## config.mk

```make
export PLATFORM = sky130hd
export DESIGN_NAME = input_interface
export DESIGN_NICKNAME = d
export VERILOG_FILES = /design/src/rtl/input_interface.sv
export SDC_FILE = /design/constraint.sdc
export NUM_CORES = 1
export LEC_CHECK = 0
export ABC_AREA = 0
export CAP_MARGIN = 20
export CORE_MARGIN = 2
export CORE_UTILIZATION = 47
export CTS_CLUSTER_DIAMETER = 80
export DETAILED_ROUTE_END_ITERATION = 8
export PLACE_DENSITY = 0.78
export SYNTH_ARGS = -nofsm -noshare
export SYNTH_HDL_FRONTEND = slang
export SYNTH_SLANG_ARGS = --single-unit
export TNS_END_PERCENT = 20
```

## constraint.sdc

```tcl
create_clock -name clk -period 3 [get_ports clk]
set_input_delay 0.6 -clock clk [delete_from_list [all_inputs] [get_ports clk]]
set_output_delay 0.6 -clock clk [all_outputs]
set_load 0.1 [all_outputs]
```

## src/rtl/input_interface.sv

```systemverilog
// input_interface: deserialises an 8-bit byte stream into 128-bit key
// and plaintext blocks, and hands each plaintext to the round transformer.
// Ports:
//   clk, rst_          clock, synchronous active-low reset
//   data_in/data_valid byte stream input; key_sel marks a key frame
//   engine_ready       transformer can take a block
//   in_ready           byte port accepting (low while a block is parked)
//   plaintext, key     delivered blocks, first byte in [127:120]
//   key_valid          a key has been loaded since reset
//   start, frame_err   one-cycle pulses
module input_interface #(
   parameter int TIMEOUT = 64
) (
   input  logic         clk,
   input  logic         rst_,
   input  logic [7:0]   data_in,
   input  logic         data_valid,
   input  logic         key_sel,
   input  logic         engine_ready,
   output logic         in_ready,
   output logic [127:0] plaintext,
   output logic [127:0] key,
   output logic         key_valid,
   output logic         start,
   output logic         frame_err
);

   localparam int IW   = (TIMEOUT > 0) ? $clog2(TIMEOUT + 1) : 1;
   localparam int LIMI = (TIMEOUT > 0) ? TIMEOUT - 1 : 0;
   localparam logic [IW-1:0] LIM = IW'(LIMI);

   typedef enum logic {
      S_COLLECT = 1'b0,
      S_WAIT    = 1'b1
   } state_t;

   state_t         r_state;
   state_t         w_state_nxt;
   logic [3:0]     r_byte_cnt;
   logic [IW-1:0]  r_idle_cnt;
   logic [119:0]   r_shift;
   logic           r_type;
   logic [127:0]   r_pend;
   logic           r_pend_key;
   logic [127:0]   r_pt;
   logic [127:0]   r_key;
   logic           r_key_valid;
   logic           r_start;
   logic           r_frame_err;

   logic           w_accept;
   logic           w_last;
   logic           w_type;
   logic [127:0]   w_value;
   logic           w_idle_run;
   logic           w_timeout;
   logic           w_commit;
   logic [127:0]   w_commit_val;
   logic           w_commit_key;
   logic           w_drop;
   logic           w_park;

   assign w_accept = data_valid && (r_state == S_COLLECT);
   assign w_last   = w_accept && (r_byte_cnt == 4'd15);
   // Frame type comes from key_sel on the first byte only.
   assign w_type   = (r_byte_cnt == 4'd0) ? key_sel : r_type;
   assign w_value  = {r_shift, data_in};

   // Idle counting only inside a partial frame; a byte on the
   // limit edge wins over the timeout.
   assign w_idle_run = (TIMEOUT > 0) && (r_state == S_COLLECT) &&
                       (r_byte_cnt != 4'd0) && !w_accept;
   assign w_timeout  = w_idle_run && (r_idle_cnt == LIM);

   always_comb begin
      w_state_nxt  = r_state;
      w_commit     = 1'b0;
      w_commit_val = w_value;
      w_commit_key = w_type;
      w_drop       = 1'b0;
      w_park       = 1'b0;
      case (r_state)
         S_COLLECT: begin
            if (w_last) begin
               if (!w_type && !r_key_valid) begin
                  w_drop = 1'b1;
               end else if (engine_ready) begin
                  w_commit = 1'b1;
               end else begin
                  w_park      = 1'b1;
                  w_state_nxt = S_WAIT;
               end
            end
         end
         S_WAIT: begin
            if (engine_ready) begin
               w_commit     = 1'b1;
               w_commit_val = r_pend;
               w_commit_key = r_pend_key;
               w_state_nxt  = S_COLLECT;
            end
         end
         default: w_state_nxt = S_COLLECT;
      endcase
   end

   always_ff @(posedge clk) begin
      if (!rst_) begin
         r_state     <= S_COLLECT;
         r_byte_cnt  <= 4'd0;
         r_idle_cnt  <= '0;
         r_shift     <= '0;
         r_type      <= 1'b0;
         r_pend      <= '0;
         r_pend_key  <= 1'b0;
         r_pt        <= '0;
         r_key       <= '0;
         r_key_valid <= 1'b0;
         r_start     <= 1'b0;
         r_frame_err <= 1'b0;
      end else begin
         r_state     <= w_state_nxt;
         r_start     <= w_commit && !w_commit_key;
         r_frame_err <= w_drop || w_timeout;
         if (w_accept) begin
            r_shift    <= w_value[119:0];
            r_byte_cnt <= w_last ? 4'd0 : r_byte_cnt + 4'd1;
            r_idle_cnt <= '0;
            if (r_byte_cnt == 4'd0) r_type <= key_sel;
         end else if (w_timeout) begin
            r_shift    <= '0;
            r_byte_cnt <= 4'd0;
            r_idle_cnt <= '0;
         end else if (w_idle_run) begin
            r_idle_cnt <= r_idle_cnt + 1'b1;
         end
         if (w_park) begin
            r_pend     <= w_value;
            r_pend_key <= w_type;
         end
         if (w_commit) begin
            if (w_commit_key) begin
               r_key       <= w_commit_val;
               r_key_valid <= 1'b1;
            end else begin
               r_pt <= w_commit_val;
            end
         end
      end
   end

   assign in_ready  = (r_state == S_COLLECT);
   assign plaintext = r_pt;
   assign key       = r_key;
   assign key_valid = r_key_valid;
   assign start     = r_start;
   assign frame_err = r_frame_err;

endmodule
```

==> impl_results.md, run 1 <==
* Result of the run: finished clean
* Boundary Pins at between 200 and 300
* Sort of element at the start of the critical path: flop
* Switching power as a share of total power at 0.216
* Final weighted congestion in routability-driven placement at about 0.77
* Layout cell share with drive strength beyond 1 at 0.321
* Critical Path Max Stage Delay at approximately 0.45 ns
* Filler cell count at around 3400
* Number of vias per cell at roughly 5.8
* Maximum fanout along the worst path at approximately 120
* Normalized max-slew margin at 0.517
* Overall die height at 209 um
* Post-synth top flop: sky130_fd_sc_hd__dfxtp_1
* Root Buffer: sky130_fd_sc_hd__clkbuf_16
* Cell Int Power at between 0.01 and 0.015 W
* Half-perimeter wire length after placement at roughly 32000 um
* Required time worst endpoint at 3.52 ns
* Critical path class: reg2reg
* Starting Density at 0.474
* Period Utilization, post-route at 0.779
* Clock sinks at around 520
* Combined global-route utilization of all metal layers at 0.223
* Setup total negative slack at 0 ns
* Max Freq at between 400 and 500 MHz
* Floorplan die area at approximately 44000 um2
* Number of enable-type register cells in the synthesized netlist at 0
* Count of different cell masters after synthesis at 40
* CTS Buf Count at 53
* Quantity of hold-fixing buffers added after cts at 0
* Gate count after technology mapping at 1805
* Number of violations reported at the end of detailed-routing iteration 0 at around 1000
* Total Wirelength at between 50000 and 60000 um
* Reported leakage power at 9.17 nW
* Site row count at 75
* Final period demand of the worst path at 2.34 ns
* Transition time of the tightest slew-check pin at approximately 0.72 ns
* Number of antenna violations at the first check in global routing at 1
* Setup bufs post-CTS at 0
* Hold violation count in the final report at 0
* Clk slew on worst S/H paths at 0.06 ns
* Number of gates resized after CTS at 0
* Number of buffer and inverter instances along the worst setup path at 2
* Number of global-route vias before repair at about 15000
* Count of buffers from port buffering at around 270
* Total core area at around 42000 um2
* Synth Register Bits at 521
* Class of the most critical hold timing path: in2reg
* Maximum number of pins on one net before global-route repair at 180
* CTS tree: built
* Final nets at approximately 2000
* Fraction of synthesis flops using an asynchronous set or reset pin at 0
* CP delay by family, top: simple AND/OR/NAND/NOR gates
* Cell chain of the critical path: inv_1 > ha_1 > or3b_4 > nand4_1 > and3_4 > buf_12 > a22o_1
* Overall overflow remaining after global route at 0
* Fraction of power consumed by the clock network at 0.465
* Post-synthesis net count at around 1800
* Most frequent cells in the layout: 520 x sky130_fd_sc_hd__dfxtp_1, 391 x sky130_fd_sc_hd__nand2_1, 278 x sky130_fd_sc_hd__buf_4, 258 x sky130_fd_sc_hd__mux2i_1, 256 x sky130_fd_sc_hd__o221a_2
* Worst hold slack at 0.437 ns
* Buffer levels on the longest clock path at 3
* Via total after detailed routing at 14800
* Sequential power share at 0.506
* Slowest-stage cell, CP: sky130_fd_sc_hd__buf_12
* Signed area change from the synthesized netlist to the final layout at 21.5%
* Worst-case clock skew at ~0.02 ns
* Proportion of power drawn by combinational gates at 0.029
* RSZ-0062 raised after global routing: no
* Post-synthesis area per instance at 11.0 um2
* Part of the Yosys area used for sequential elements at 0.527
* Count of yosys warnings during synthesis at 0
* Global-route wire length before repair at 80000 um
* Final setup violating endpoints at 0
* Final number of max-transition violations at 0
* Area of the mapped netlist at 19800 um2
* Count of maximum capacitance violations at 0
* Switching power at about 0.0030 W
* Post-detailed-route count of antenna-violating nets at 0
* Maximum ir drop on the vdd rail at between 0.3 and 0.4 mV
* Drc violations at 0
* Kind of end point of the critical path: flop
* Maximum level of the CTS H-tree at 2
* Power density over the cells at ~570 nW/um2
* Data arrival time of the critical path at approximately 2.9 ns
* Worst-skew pair later-pin latency at about 0.59 ns
* DIE WIDTH at roughly 210 um
* Commonest non-fill, non-tap cell in the layout: sky130_fd_sc_hd__dfxtp_1
* First-pass detailed-route iteration total at 5
* Routed length per instance at around 20 um
==> per-layer routing <==
layer / up-vias / part of all wire / track usage
li1: 7038 / - / -
met5: - / 0 / 0
met4: 0 / 0.026 / 0.0796
met2: 382 / 0.47 / 0.367
met3: 74 / 0.044 / 0.0344
met1: 7271 / 0.46 / 0.297
==> area by class of cell <==
| type | instances | area, um2 | share of cell area |
|---|---|---|---|
| repair buffers | 314 | 2700 | 0.112 |
| diodes | 1 | 2.50 | 0.000104 |
| multi-input cells | 1094 | 8530 | 0.355 |
| inverters | 4 | 15.0 | 0.000624 |
| clock inverters | 9 | 57.6 | 0.00239 |
| clock buffers | 83 | 1640 | 0.0683 |
| flip-flops and latches | 521 | 10400 | 0.434 |
| well taps | 539 | 674 | 0.0280 |
==> final timing paths <==
kind                 startpoint           end  slack (ns)  cells past startpoint
setup / recovery  r_byte_cnt[0]  r_shift[102]        0.66                      7
hold / removal             rst_      key[119]        0.44                      2
setup reg to reg  r_byte_cnt[0]  r_shift[102]        0.66                      7
hold reg to reg      r_pend[60]    r_pend[60]        0.46                      2
==> cells in the mapped netlist (all sizes together) (2+ instances only) <==
| master | n | area (um2) |
|---|---|---|
| inv | 4 | 15.0 |
| and3 | 3 | 18.8 |
| a31oi | 2 | 12.5 |
| ha | 3 | 37.5 |
| nor3 | 2 | 10.0 |
| nand2b | 2 | 12.5 |
| nor2b | 5 | 31.3 |
| a21oi | 5 | 25.0 |
| dfxtp | 521 | 10400 |
| mux2i | 258 | 2580 |
| a21o | 2 | 15.0 |
| nand4 | 3 | 18.8 |
| o21ai | 5 | 25.0 |
| buf | 82 | 497 |
| clkbuf | 104 | 390 |
| and2 | 4 | 25.0 |
| o221a | 256 | 2880 |
| a22o | 120 | 1050 |
| xnor2 | 5 | 43.8 |
| nor3b | 5 | 42.5 |
| nand3 | 3 | 15.0 |
| nor2 | 7 | 26.3 |
| nand2 | 391 | 1470 |
==> registers in the layout, indices dropped and copies added, names as in the netlist, 4 cells and up <==
signal      flops
r_pend        128
r_idle_cnt      7
r_shift       120
plaintext     128
key           128
r_byte_cnt      4
==> cells by family after synthesis <==
family                   synth area share
XOR/XNOR                          0.00221
AND/OR/NAND/NOR                    0.0875
multiplexers                        0.130
adder cells (fa/ha/maj)           0.00190
buffers and inverters              0.0456
flip-flops                          0.527
AO/OA/AOI/OAI                       0.205
==> per-stage QoR <==
stage                     power, W  utilization  worst slack, ns  area (um2)  std cells
final                       0.0137        0.576            0.663       24100       2565
after global routing        0.0142        0.576            0.579       24100       2565
after CTS                   0.0139        0.576            0.608       24100       2564
after detailed placement   0.00751        0.535            0.339       22400       2472
after global placement     0.00750        0.535            0.412       22400       2472
after floorplan            0.00738            -            0.921       19800       1805
==> power groups by stage <==
stage / combinational [W] / sequential [W] / clock, W
2_1_floorplan: 0.000281 / 0.00710 / 0
3_3_place_gp: 0.000393 / 0.00711 / 0
3_5_place_dp: 0.000403 / 0.00711 / 0
4_1_cts: 0.000404 / 0.00696 / 0.00653
5_1_grt: 0.000443 / 0.00695 / 0.00681
6_report: 0.000403 / 0.00696 / 0.00638
No activity file was read; power rests on OpenSTA's default activity.
==> run 2: changes to the inputs <==
Settings changed: PLACE_DENSITY 0.78 to 0.81.
Clock period 3 ns to 2 ns, I/O delays scaled along.
==> run 2 against run 1 <==
  * The run now ends with negative setup slack left
  * Via count rose by 2.6%
  * Critical path depth rose by 1
  * Sequential share of layout area fell by 1.2 points
  * Largest power group unchanged
  * Total power is 52% higher
  * Worst setup slack lost 0.70 ns
  * Worst hold slack lost 0.075 ns
  * Critical path type unchanged
  * Register-to-register slack worse by 0.70 ns
  * Sequential power increased by 49%
==> impl_results.md, run 2 (same netlist as run 1, synthesis figures left out) <==
* Layout cell share with drive strength beyond 1 at 0.341
* Number of vias per cell at about 5.8
* Reg2Reg Depth at 8
* CTS Buf Count at between 50 and 60
* Normalized max-slew margin at 0.602
* Total Wirelength at approximately 52000 um
* Max Freq at just under 500 MHz
* Worst-case clock skew at 0.0148 ns
* Final period demand of the worst path at 2.04 ns
* Critical path class: reg2reg
* Critical Path Max Stage Delay at 0.42 ns
* Filler cell count at 3343
* Count of maximum capacitance violations at 0
* Hold violation count in the final report at 0
* Half-perimeter wire length after placement at between 30000 and 40000 um
* Sort of element at the start of the critical path: flop
* Overall die height at 209 um
* Count of buffers from port buffering at around 270
* Slowest-stage cell, CP: sky130_fd_sc_hd__or3b_4
* Root Buffer: sky130_fd_sc_hd__clkbuf_16
* Drc violations at 0
* Violations in the final reports: negative setup slack
* Worst Setup Slack post-DPL at -0.397 ns
* Cell count after placement at 2499
* Number of global-route vias before repair at approximately 15000
* Clk slew on worst S/H paths at around 0.06 ns
* Via total after detailed routing at 15200
* RSZ-0062 raised after global routing: yes
* Quantity of hold-fixing buffers added after cts at 0
* FF-to-FF End: plaintext[84]
* Total non-filler cell area in the finished layout at around 25000 um2
* Transition time of the tightest slew-check pin at a little under 0.6 ns
* Result of the run: complete, but fails checks
* Worst min-delay path startpoint: rst_
* Boundary Pins at roughly 270
* Post-detailed-route count of antenna-violating nets at 0
* Final nets at around 2000
* Reported leakage power at about 9.5 nW
* Combined global-route utilization of all metal layers at 0.229
* Smallest setup slack after layout at -0.0366 ns
* Worst hold slack at 0.362 ns
* Maximum ir drop on the vdd rail at ~0.73 mV
* Starting Density at 0.474
* Number of antenna violations at the first check in global routing at 0
* Maximum level of the CTS H-tree at 2
* Global-route wire length before repair at a little over 80000 um
* Antenna Diode Count at 0
* CTS tree: built
* Total core area at 41800 um2
* Number of violations reported at the end of detailed-routing iteration 0 at 1322
* Final number of max-transition violations at 0
* Most frequent cells in the layout: 517 x sky130_fd_sc_hd__dfxtp_1, 391 x sky130_fd_sc_hd__nand2_1, 297 x sky130_fd_sc_hd__buf_4, 256 x sky130_fd_sc_hd__o221a_2, 255 x sky130_fd_sc_hd__mux2i_1
* Final weighted congestion in routability-driven placement at 0.816
* Class of the most critical hold timing path: in2reg
* Worst r2r src: r_byte_cnt[1]
* First-pass detailed-route iteration total at 6
* Overall overflow remaining after global route at 0
* DIE WIDTH at roughly 210 um
* Data arrival time of the critical path at between 2 and 3 ns
* Reg-to-reg setup timing slack at -0.04 ns
* Cell chain of the critical path: inv_2 > ha_4 > or3b_4 > a21o_1 > o21ai_4 > buf_12 > buf_16 > o221a_2
* Buffer levels on the longest clock path at 3
* Routed length per instance at 19.9 um
* Required time worst endpoint at 2.52 ns
* Clock sinks at around 520
* Endpoint of the worst hold-timing path: key_valid
* Final setup violating endpoints at 74
* Maximum fanout along the worst path at 36
* Maximum number of pins on one net before global-route repair at between 100 and 150
* Floorplan die area at 43800 um2
* Period Utilization, post-route at 1.02
* Power density over the cells at between 800 and 900 nW/um2
* Placed cell area at roughly 23000 um2
* Final standard cell count with taps included and fillers excluded at 2608
* Min-Delay Path Depth at 3
* Commonest non-fill, non-tap cell in the layout: sky130_fd_sc_hd__dfxtp_1
* Kind of end point of the critical path: flop
* Worst-skew pair later-pin latency at ~0.59 ns
* Site row count at 75
* Power, Total at about 0.021 W
* Signed area change from the synthesized netlist to the final layout at 25.1%
## run 2: through the flow
stage,TNS (ns),utilization
final,-1.00,0.593
after global routing,-9.30,0.593
after CTS,-4.15,0.589
after detailed placement,-99.98,0.541
after global placement,-102.90,0.541
after floorplan,0,-
## run 2: final cells by class
type | count | area, um2 | share of cell area
multi-input cells | 1094 | 8570 | 0.346
well taps | 539 | 674 | 0.0272
flip-flops and latches | 521 | 10400 | 0.422
inverters | 4 | 15.0 | 0.000607
clock buffers | 81 | 1580 | 0.0639
repair buffers | 356 | 3310 | 0.134
clock inverters | 13 | 163 | 0.00657
## run 2: metal layers
layer  wire length, um  vias to the layer above  global-route usage
met5                 0                        -                   0
met4              1490                        0              0.0862
met3              2310                      100              0.0296
met2             24800                      439               0.374
met1             23200                     7490               0.309
li1                  -                     7121                   -
## run 2: what timing repair did
action                     4_1_cts  5_1_grt
buffers inserted                 7        1
gates resized for setup         17       12
pin swaps                       20       52
setup endpoints to repair      364      342
cloned                           5        3
## run 2: power breakdown
part / switching, W / leakage (nW) / internal (W) / total [W]
registers: 0.0000335 / 4.20 / 0.0104 / 0.0104
logic: 0.000472 / 4.46 / 0.000195 / 0.000667
clock network: 0.00402 / 0.862 / 0.00582 / 0.00984
## run 2: worst max path at each step
stage	start	to	slack, ns	depth (start not counted)
floorplan	r_byte_cnt[0]	r_shift[64]	0.05	9
global placement	data_valid	key[59]	-0.36	6
detailed placement	data_valid	key[39]	-0.40	6
CTS	r_byte_cnt[0]	plaintext[61]	-0.07	7
global route	r_byte_cnt[1]	plaintext[71]	-0.08	8
finish	r_byte_cnt[1]	plaintext[84]	-0.04	8
## run 2: worst max-delay path: cells and delay by family (launching register included)
| kind | cells | cell delay [ns] |
|---|---|---|
| compound gates | 3 | 0.62 |
| fa+ha+maj | 1 | 0.13 |
| buf+inv | 3 | 0.44 |
| flops | 1 | 0.33 |
| simple gates | 1 | 0.42 |
